===== src/rtl/multi_cycle_ctrl.sv =====
// Multi-cycle MIPS sequencer: steps the shared datapath through fetch/decode/exec/mem/wb.
// Latency: 3 cycles (beq/j), 4 (ALU ops, sw), 5 (lw), plus one per mem_ready=0 cycle.
// Backpressure: FETCH and MEM hold with mem_req/iord/mem_we stable until mem_ready.
module multi_cycle_ctrl (
    input  logic       clk,
    input  logic       rstn,
    input  logic [5:0] op,
    input  logic [5:0] funct,
    input  logic       zero,
    input  logic       mem_ready,
    output logic       mem_req,
    output logic       mem_we,
    output logic       iord,
    output logic       ir_write,
    output logic       pc_write,
    output logic [1:0] pc_src,
    output logic       reg_write,
    output logic       reg_dst,
    output logic       mem_to_reg,
    output logic       alu_src,
    output logic       if_extend,
    output logic [4:0] aluop,
    output logic       illegal
);

    typedef enum logic [2:0] {
        FETCH  = 3'd0,
        DECODE = 3'd1,
        EXEC   = 3'd2,
        MEM    = 3'd3,
        WB     = 3'd4,
        TRAP   = 3'd5
    } state_t;

    typedef enum logic [3:0] {
        CL_RTYPE, CL_ADDI, CL_ADDIU, CL_ANDI, CL_ORI, CL_LUI,
        CL_LW, CL_SW, CL_BEQ, CL_J, CL_BAD
    } iclass_t;

    localparam logic [4:0] ALU_ADD  = 5'b00000;
    localparam logic [4:0] ALU_ADDU = 5'b00001;
    localparam logic [4:0] ALU_SUBU = 5'b00010;
    localparam logic [4:0] ALU_AND  = 5'b00011;
    localparam logic [4:0] ALU_OR   = 5'b00100;
    localparam logic [4:0] ALU_SLT  = 5'b00101;
    localparam logic [4:0] ALU_LUI  = 5'b00110;

    state_t     state;
    iclass_t    iclass;
    logic [4:0] r_aluop;

    // Classify the instruction held in IR; R-type funct also selects its ALU operation.
    always_comb begin
        iclass  = CL_BAD;
        r_aluop = ALU_ADD;
        case (op)
            6'b000000: begin
                iclass = CL_RTYPE;
                case (funct)
                    6'b100000: r_aluop = ALU_ADD;
                    6'b100001: r_aluop = ALU_ADDU;
                    6'b100011: r_aluop = ALU_SUBU;
                    6'b100100: r_aluop = ALU_AND;
                    6'b100101: r_aluop = ALU_OR;
                    6'b101010: r_aluop = ALU_SLT;
                    default:   iclass  = CL_BAD;
                endcase
            end
            6'b001000: iclass = CL_ADDI;
            6'b001001: iclass = CL_ADDIU;
            6'b001100: iclass = CL_ANDI;
            6'b001101: iclass = CL_ORI;
            6'b001111: iclass = CL_LUI;
            6'b100011: iclass = CL_LW;
            6'b101011: iclass = CL_SW;
            6'b000100: iclass = CL_BEQ;
            6'b000010: iclass = CL_J;
            default:   iclass = CL_BAD;
        endcase
    end

    // Sequencer state and sticky trap flag; TRAP is left only through rstn.
    always_ff @(posedge clk or negedge rstn) begin
        if (!rstn) begin
            state   <= FETCH;
            illegal <= 1'b0;
        end else begin
            case (state)
                FETCH:  if (mem_ready) state <= DECODE;
                DECODE: begin
                    if (iclass == CL_BAD) begin
                        state   <= TRAP;
                        illegal <= 1'b1;
                    end else begin
                        state <= EXEC;
                    end
                end
                EXEC: begin
                    case (iclass)
                        CL_LW, CL_SW:  state <= MEM;
                        CL_BEQ, CL_J:  state <= FETCH;
                        default:       state <= WB;
                    endcase
                end
                MEM:    if (mem_ready) state <= (iclass == CL_SW) ? FETCH : WB;
                WB:     state <= FETCH;
                TRAP:   state <= TRAP;
                default: state <= FETCH;
            endcase
        end
    end

    // Datapath controls decoded from state and instruction class; forced low while in reset.
    always_comb begin
        mem_req    = 1'b0;
        mem_we     = 1'b0;
        iord       = 1'b0;
        ir_write   = 1'b0;
        pc_write   = 1'b0;
        pc_src     = 2'b00;
        reg_write  = 1'b0;
        reg_dst    = 1'b0;
        mem_to_reg = 1'b0;
        alu_src    = 1'b0;
        if_extend  = 1'b0;
        aluop      = ALU_ADD;
        if (rstn) begin
            case (state)
                FETCH: begin
                    mem_req = 1'b1;
                    if (mem_ready) begin
                        ir_write = 1'b1;
                        pc_write = 1'b1;
                    end
                end
                EXEC: begin
                    case (iclass)
                        CL_RTYPE: aluop = r_aluop;
                        CL_ADDI:  begin alu_src = 1'b1; if_extend = 1'b1; aluop = ALU_ADD;  end
                        CL_ADDIU: begin alu_src = 1'b1; if_extend = 1'b1; aluop = ALU_ADDU; end
                        CL_ANDI:  begin alu_src = 1'b1; aluop = ALU_AND; end
                        CL_ORI:   begin alu_src = 1'b1; aluop = ALU_OR;  end
                        CL_LUI:   begin alu_src = 1'b1; aluop = ALU_LUI; end
                        CL_LW, CL_SW: begin alu_src = 1'b1; if_extend = 1'b1; aluop = ALU_ADDU; end
                        CL_BEQ: begin
                            aluop    = ALU_SUBU;
                            pc_write = zero;
                            pc_src   = 2'b01;
                        end
                        CL_J: begin
                            pc_write = 1'b1;
                            pc_src   = 2'b10;
                        end
                        default: ;
                    endcase
                end
                MEM: begin
                    mem_req = 1'b1;
                    iord    = 1'b1;
                    mem_we  = (iclass == CL_SW);
                end
                WB: begin
                    reg_write  = 1'b1;
                    reg_dst    = (iclass != CL_RTYPE);
                    mem_to_reg = (iclass == CL_LW);
                end
                default: ;
            endcase
        end
    end

endmodule


===== config.mk =====
export PLATFORM = sky130hd
export DESIGN_NAME = multi_cycle_ctrl
export DESIGN_NICKNAME = d
export VERILOG_FILES = /design/src/rtl/multi_cycle_ctrl.sv
export SDC_FILE = /design/constraint.sdc
export NUM_CORES = 1
export LEC_CHECK = 0
export CAP_MARGIN = 10
export CELL_PAD_IN_SITES_DETAIL_PLACEMENT = 0
export CELL_PAD_IN_SITES_GLOBAL_PLACEMENT = 1
export CORE_MARGIN = 2
export CORE_UTILIZATION = 38
export DETAILED_ROUTE_END_ITERATION = 6
export DONT_BUFFER_PORTS = 1
export HOLD_SLACK_MARGIN = 0.1
export PLACE_DENSITY = 0.76
export SKIP_LAST_GASP = 1
export SLEW_MARGIN = 20
export SYNTH_ARGS = -nofsm -noshare
export SYNTH_HDL_FRONTEND = slang
export SYNTH_SLANG_ARGS = --single-unit

===== constraint.sdc =====
create_clock -name clk -period 2.1 [get_ports clk]
set_clock_uncertainty 0.05 [all_clocks]
set_input_delay 0.42 -clock clk [delete_from_list [all_inputs] [get_ports clk]]
set_output_delay 0.42 -clock clk [all_outputs]
set_load 0.05 [all_outputs]

==> flow_summary.yaml, run 1 <==
logic_synthesis:
  synth_top_area_cell: "dfrtp_1"
  postSynth.topFlopCell: "dfrtp_1"
  number_of_enable_type_register_cells_in_the_synthesized_netlist: 0
  ys_seq_area_frac: 0.112
  synthTopCellsByArea: "dfrtp_1, nor2_1, a21oi_1"
  postSynth.asyncResetShare: 1.00
  synth_most_common_cell: "nor2_1"
  yosys-top-cells-count: "nor2_1, nand2_1, a21oi_1"
  post_synth.cell_area_avg_sq_um: 6.72
  synth.ff_latch_count: 4
  synth_cell_types: 48
  synth_warn: 0
  synth.top_cell.area_share: 0.112
  syn-cell-area_sq_um: 893
  synthesis.instances: 133
job:
  max_cap_violations: 0
sta:
  finalSetupViolCount: 7
  whs_ns: 0.310
  final-hold-violation-count: 0
  worstMarginPinSlew_ns: 0.577
  max-slew-margin-rel: 0.612
  period_share: 1.06
  slew_viols_final: 0
  finalWorstPathRequiredPeriod_ns: 2.23
  final_critical_path_setup_slack_ns: -0.130
  rsz0062_at_grt: "true"
  fmax_ghz: 0.448
clock_tree:
  clk-insertion-delay-late_ns: 0.24
  clock_tree_from_tritoncts: "yes"
  cts-buffers-inserted: 3
  clkTransAtPathRegs_ns: 0.03
  clock_sink_count: 4
  cts-htree-levels: 1
  cts_root_buf: "clkbuf_4"
  max-clock-path-buffers: 2
setup_path:
  critical_path.endpoint_type: "output pin"
  criticalPathCategory: "input port to output pin"
  cp-start-kind: "input port"
  path_cells: "or3_4, nor4b_4, nor3_4, and2_4, o22ai_4, buf_12"
  cp.required_ns: 1.63
  worst-endpoint-arrival_ns: 1.76
  worst-path-max-fanout: 18
  slowest_stage: "or3_4"
  timing.critical_path.slowest_cell_delay_ns: 0.40
placement:
  dp_hpwl_microns: 2040
  placed_area_sq_mm: 0.00133
  placement.io_buffers: 0
  dp.cells: 177
  finalWeightedCongestion: 0.812
power:
  intPower_mw: 0.351
  leakage_power_total_nw: 0.532
  power_density_mw_per_mm2: 467
  vdd.ir_drop.worst_v: 0.000452
  combPwrFrac: 0.659
  swShare: 0.475
  power_total_mw: 0.669
  clkPwrFrac: 0.146
  netSwitchingPower_mw: 0.318
  p_seq_frac: 0.195
detailed_routing:
  route.final.wire_length_microns: 2640
  wl_per_cell_microns: 14.4
  post-route-drc-count: 0
  dr_total_vias: 1039
  via_per_inst: 5.68
  first_iter_violations: 12
  drtPass1Iterations: 4
  antenna_left: 0
layout:
  fin_nets: 173
  layout_cells_sized_above_1: 0.439
  fin_area_sq_mm: 0.00143
  layoutNonFillerInstCount: 183
  diodes: 0
  area.growth.synth_to_final_pct: 60.4
global_routing:
  top_usage_layer: "met2"
  grt_antenna_before_repair: 0
  global_route_wire_length_before_repair_microns: 4560
  grt_start_max_net_pins: 19
  total_routing_usage_reported_by_global_routing: 0.216
  overflow: 0
  groute.layer.met1.usage: 0.291
  groute.layer.met3.usage: 0.0257
  grt_pass1_vias: 999
  grt.met2_usage: 0.377
floorplan:
  standard_cell_core_area_sq_mm: 0.00221
  chipWidth_microns: 52.5
  die_area_sq_mm: 0.00275
  io_pins: 34
  die-height_microns: 52.5
  floorplan.initialDensity: 0.404
  rows: 17
hold_path:
  hold_path_class: "input port to flop"
status:
  violations: "setup timing"
  run_status: "complete, but fails checks"
==> worst paths after layout <==
path / to / slack [ns] / cells after the start / start
worst max-delay path: alu_src / -0.13 / 6 / op[0]
worst min-delay path: state[0]$_DFFE_PN0P_ / 0.31 / 2 / op[4]
worst max register to register: state[1]$_DFFE_PN0P_ / 0.81 / 4 / state[0]$_DFFE_PN0P_
worst min register to register: state[1]$_DFFE_PN0P_ / 0.61 / 2 / state[2]$_DFFE_PN0P_
max in group asynchronous: state[1]$_DFFE_PN0P_ / 1.40 / 1 / rstn
min in group asynchronous: illegal$_DFFE_PN0P_ / 0.40 / 1 / rstn
==> stage by stage <==
stage | setup slack (ns) | setup TNS, ns | utilization
2_1_floorplan | -0.229 | -1.41 | -
4_1_cts | -0.139 | -0.702 | 0.633
3_3_place_gp | -0.116 | -0.752 | 0.600
6_report | -0.130 | -0.743 | 0.648
5_1_grt | -0.189 | -1.25 | 0.648
3_5_place_dp | -0.151 | -0.820 | 0.600
==> layer usage <==
| metal | vias to the layer above | part of all wire | routed length, microns |
|---|---|---|---|
| met2 | 25 | 0.50 | 1320 |
| met1 | 485 | 0.46 | 1210 |
| met5 | - | 0 | 0 |
| met4 | 0 | 0.0049 | 13 |
| li1 | 527 | - | - |
| met3 | 2 | 0.037 | 99 |
==> logic make-up (layout without fill, tap and decap cells) <==
family	Yosys count	count (layout)	synth area share
xor+xnor	4	4	0.0392
flops	4	4	0.112
simple gates	72	72	0.462
buf+inv	16	37	0.0924
compound gates	35	35	0.277
mux	1	1	0.0126
other cells	1	2	0.00420
==> cell type report <==
class / count / area (sq um)
Inverter: 4 / 15.0
Tap cell: 28 / 35.0
Multi-Input combinational cell: 114 / 915
Sequential cell: 4 / 101
Clock buffer: 3 / 22.5
Timing Repair Buffer: 30 / 344
Fill cell: 197 / 779
==> flip-flops by register name, indices dropped and copies added, names as in the netlist <==
name,cells
illegal,1
state,3
==> power groups by stage <==
| stage | combinational (mW) | clock, mW | sequential, mW |
|---|---|---|---|
| final | 0.441 | 0.0979 | 0.131 |
| after global routing | 0.482 | 0.102 | 0.134 |
| after CTS | 0.433 | 0.100 | 0.122 |
| after detailed placement | 0.417 | 0 | 0.121 |
| after global placement | 0.414 | 0 | 0.119 |
| after floorplan | 0.322 | 0 | 0.109 |
==> worst max-delay path: cells and delay by family <==
family,cells,cell delay (ns)
AO/OA/AOI/OAI,1,0.17
buffers and inverters,1,0.16
AND/OR/NAND/NOR,4,1.00
==> placed cells by master (no fill, tap or decap), drive strengths merged, types with 2 or more instances in the layout <==
cell | netlist | layout
nand2b | 4 | 4
o31ai | 2 | 2
clkbuf | 3 | 3
or2 | 3 | 3
or3 | 3 | 3
a31oi | 5 | 5
nor2 | 15 | 15
dfrtp | 4 | 4
inv | 4 | 4
nand2 | 12 | 12
nand3 | 5 | 5
xnor2 | 2 | 2
nor2b | 5 | 5
and3b | 2 | 2
nor3 | 4 | 4
buf | 9 | 29
and3 | 6 | 6
o211ai | 2 | 2
conb | 1 | 2
a21oi | 9 | 9
and2 | 3 | 3
nor4b | 2 | 2
nor4 | 3 | 3
xor2 | 2 | 2
o21ai | 6 | 6
==> repair_timing <==
action,4_1_cts,5_1_grt
pin swaps,5,5
resized for setup,8,7
endpoints found under the hold margin,4,0
gates cloned,0,0
hold buffers,1,0
endpoints found under the setup margin,10,10
buffers inserted,1,1
Power figures use the tool's default switching activity.
==> inputs of run 2 (changes only) <==
--- a/config.mk
+++ b/config.mk
@@ -5,15 +5,15 @@
 export SDC_FILE = /design/constraint.sdc
 export NUM_CORES = 1
 export LEC_CHECK = 0
+export BUFFER_PORTS_ARGS = -buffer_cell sky130_fd_sc_hd__buf_2
 export CAP_MARGIN = 10
 export CELL_PAD_IN_SITES_DETAIL_PLACEMENT = 0
 export CELL_PAD_IN_SITES_GLOBAL_PLACEMENT = 1
 export CORE_MARGIN = 2
-export CORE_UTILIZATION = 38
+export CORE_UTILIZATION = 30
 export DETAILED_ROUTE_END_ITERATION = 6
-export DONT_BUFFER_PORTS = 1
 export HOLD_SLACK_MARGIN = 0.1
-export PLACE_DENSITY = 0.76
+export PLACE_DENSITY = 0.78
 export SKIP_LAST_GASP = 1
 export SLEW_MARGIN = 20
 export SYNTH_ARGS = -nofsm -noshare
==> run 2 against run 1 <==
Net effect:
- the flow still finishes with violations (setup timing)
- flip-flop and latch count is the same
- global-route usage shrank 1.4 points
- power grew 11%
- critical endpoint unchanged
- largest cell class unchanged
- highest routed layer unchanged
==> flow_summary.yaml, run 2 (synthesized netlist as in run 1, its figures left out) <==
layout:
  largest-register: "state"
  diodes: 0
  largest_reg_flops: 3
  layout.cells.most_common_list: "buf_4, buf_2, buf_6"
  layoutNonFillerInstCount: 239
  layout.cells.most_common: "buf_4"
  top_regs: "state (3), illegal (1)"
  layout_cells_sized_above_1: 0.606
  fin_nets: 226
  area.growth.synth_to_final_pct: 105
global_routing:
  grt_pass1_vias: 1182
  overflow: 0
  global_route_wire_length_before_repair_microns: 5420
  grt_start_max_net_pins: 14
  grt_antenna_before_repair: 0
  total_routing_usage_reported_by_global_routing: 0.202
floorplan:
  io_pins: 34
  floorplan.initialDensity: 0.321
  rows: 19
  die-height_microns: 58.6
  die_area_sq_mm: 0.00343
  standard_cell_core_area_sq_mm: 0.00278
  chipWidth_microns: 58.6
placement:
  finalWeightedCongestion: 0.836
  dp_slack_ns: -0.430
  dp_hpwl_microns: 2620
  placement.io_buffers: 31
  dp.cells: 231
setup_path:
  worst-endpoint-arrival_ns: 1.89
  rr_worst_depth: 4
  slowest_stage: "or4_4"
  cp-start-kind: "input port"
  reg2reg_slack_ns: 0.73
  path_cells: "buf_8, or4_4, nor2_4, a31oi_4, and2_4, o22ai_4, buf_6"
  critical_path.endpoint_type: "output pin"
  timing.critical_path.slowest_cell_delay_ns: 0.56
  worst-path-max-fanout: 5
  rr_endpoint: "state[0]$_DFFE_PN0P_"
  cp.required_ns: 1.63
  criticalPathCategory: "input port to output pin"
  crit-reg2reg-launch: "state[1]$_DFFE_PN0P_"
clock_tree:
  cts_root_buf: "clkbuf_4"
  clkTransAtPathRegs_ns: 0.04
  max-clock-path-buffers: 2
  cts-htree-levels: 1
  clock_sink_count: 4
  clock_tree_from_tritoncts: "yes"
  clk-insertion-delay-late_ns: 0.23
  cts-buffers-inserted: 3
power:
  leakage_power_total_nw: 0.802
  p_seq_frac: 0.190
  vdd.ir_drop.worst_v: 0.000579
  clkPwrFrac: 0.128
  intPower_mw: 0.378
  power_density_mw_per_mm2: 404
  swShare: 0.489
  netSwitchingPower_mw: 0.362
  combPwrFrac: 0.683
  power_total_mw: 0.740
detailed_routing:
  dr_total_vias: 1285
  via_per_inst: 5.38
  antenna_left: 0
  wl_per_cell_microns: 14.6
  post-route-drc-count: 0
  first_iter_violations: 51
  drtPass1Iterations: 4
  route.final.wire_length_microns: 3490
sta:
  finalSetupViolCount: 9
  whs_ns: 0.395
  final_critical_path_setup_slack_ns: -0.263
  finalWorstPathRequiredPeriod_ns: 2.36
  finalSetupTns_ns: -1.64
  fmax_ghz: 0.423
  period_share: 1.13
  slew_viols_final: 0
  rsz0062_at_grt: "true"
  final-hold-violation-count: 0
job:
  max_cap_violations: 0
hold_path:
  hold_path.startpoint: "illegal$_DFFE_PN0P_"
  hold_path_depth: 1
  hold_path_class: "flop to flop"
  min_to: "illegal$_DFFE_PN0P_"
status:
  violations: "setup timing"
  run_status: "complete, but fails checks"
## run 2: cell count changes in the layout (fill, tap and decap cells not counted), moves of 4 or more
cell	delta
buf_6	+14
buf_4	+29
buf_2	+15
buf_8	+4
buf_12	-9
## run 2: final cells by class
cell class,count,area [sq um]
clock buffer,3,22.5
fill,228,950
inverter,4,15.0
multi-input combinational,114,981
sequential,4,100
tap,31,38.8
timing repair buffer,83,674
## run 2: power by group through the flow
stage	Combinational (mW)	Sequential, mW	Clock (mW)
finish	0.506	0.140	0.0945
global route	0.541	0.145	0.102
CTS	0.482	0.137	0.0977
detailed placement	0.440	0.134	0
global placement	0.430	0.134	0
floorplan	0.322	0.109	0
## run 2: metal layers
metal / wire length, microns / share of wire / global-route usage / up-vias
met5: 0 / 0 / 0 / -
met4: 19 / 0.0055 / 0.0390 / 0
met3: 180 / 0.052 / 0.0264 / 4
met2: 1880 / 0.54 / 0.385 / 48
met1: 1400 / 0.40 / 0.240 / 598
li1: - / - / - / 635
## run 2: timing repair
action / CTS / global route
setup buffers: 1 / 3
setup endpoints to repair: 11 / 11
pin swaps: 14 / 11
hold endpoints to repair: 4 / 0
hold buffers: 1 / 0
gates resized for setup: 48 / 16
## run 2: worst max path at each step
stage               startpoint        end  slack, ns
floorplan                op[0]  if_extend      -0.23
global placement      funct[2]    reg_dst      -0.35
detailed placement    funct[2]    reg_dst      -0.43
CTS                      op[0]    alu_src      -0.24
global route             op[0]    alu_src      -0.29
finish                   op[0]    alu_src      -0.26
## run 2: worst max-delay path, delay by kind of cell
| family | cells | cell delay [ns] |
|---|---|---|
| buffers and inverters | 2 | 0.27 |
| AOI/OAI and AO/OA | 2 | 0.30 |
| and+or+nand+nor | 3 | 0.90 |
## run 2: metrics by stage
stage          cell area [sq um]  utilization
2_1_floorplan               1050            -
3_3_place_gp                1520        0.547
3_5_place_dp                1520        0.547
4_1_cts                     1740        0.627
5_1_grt                     1830        0.659
6_report                    1830        0.659
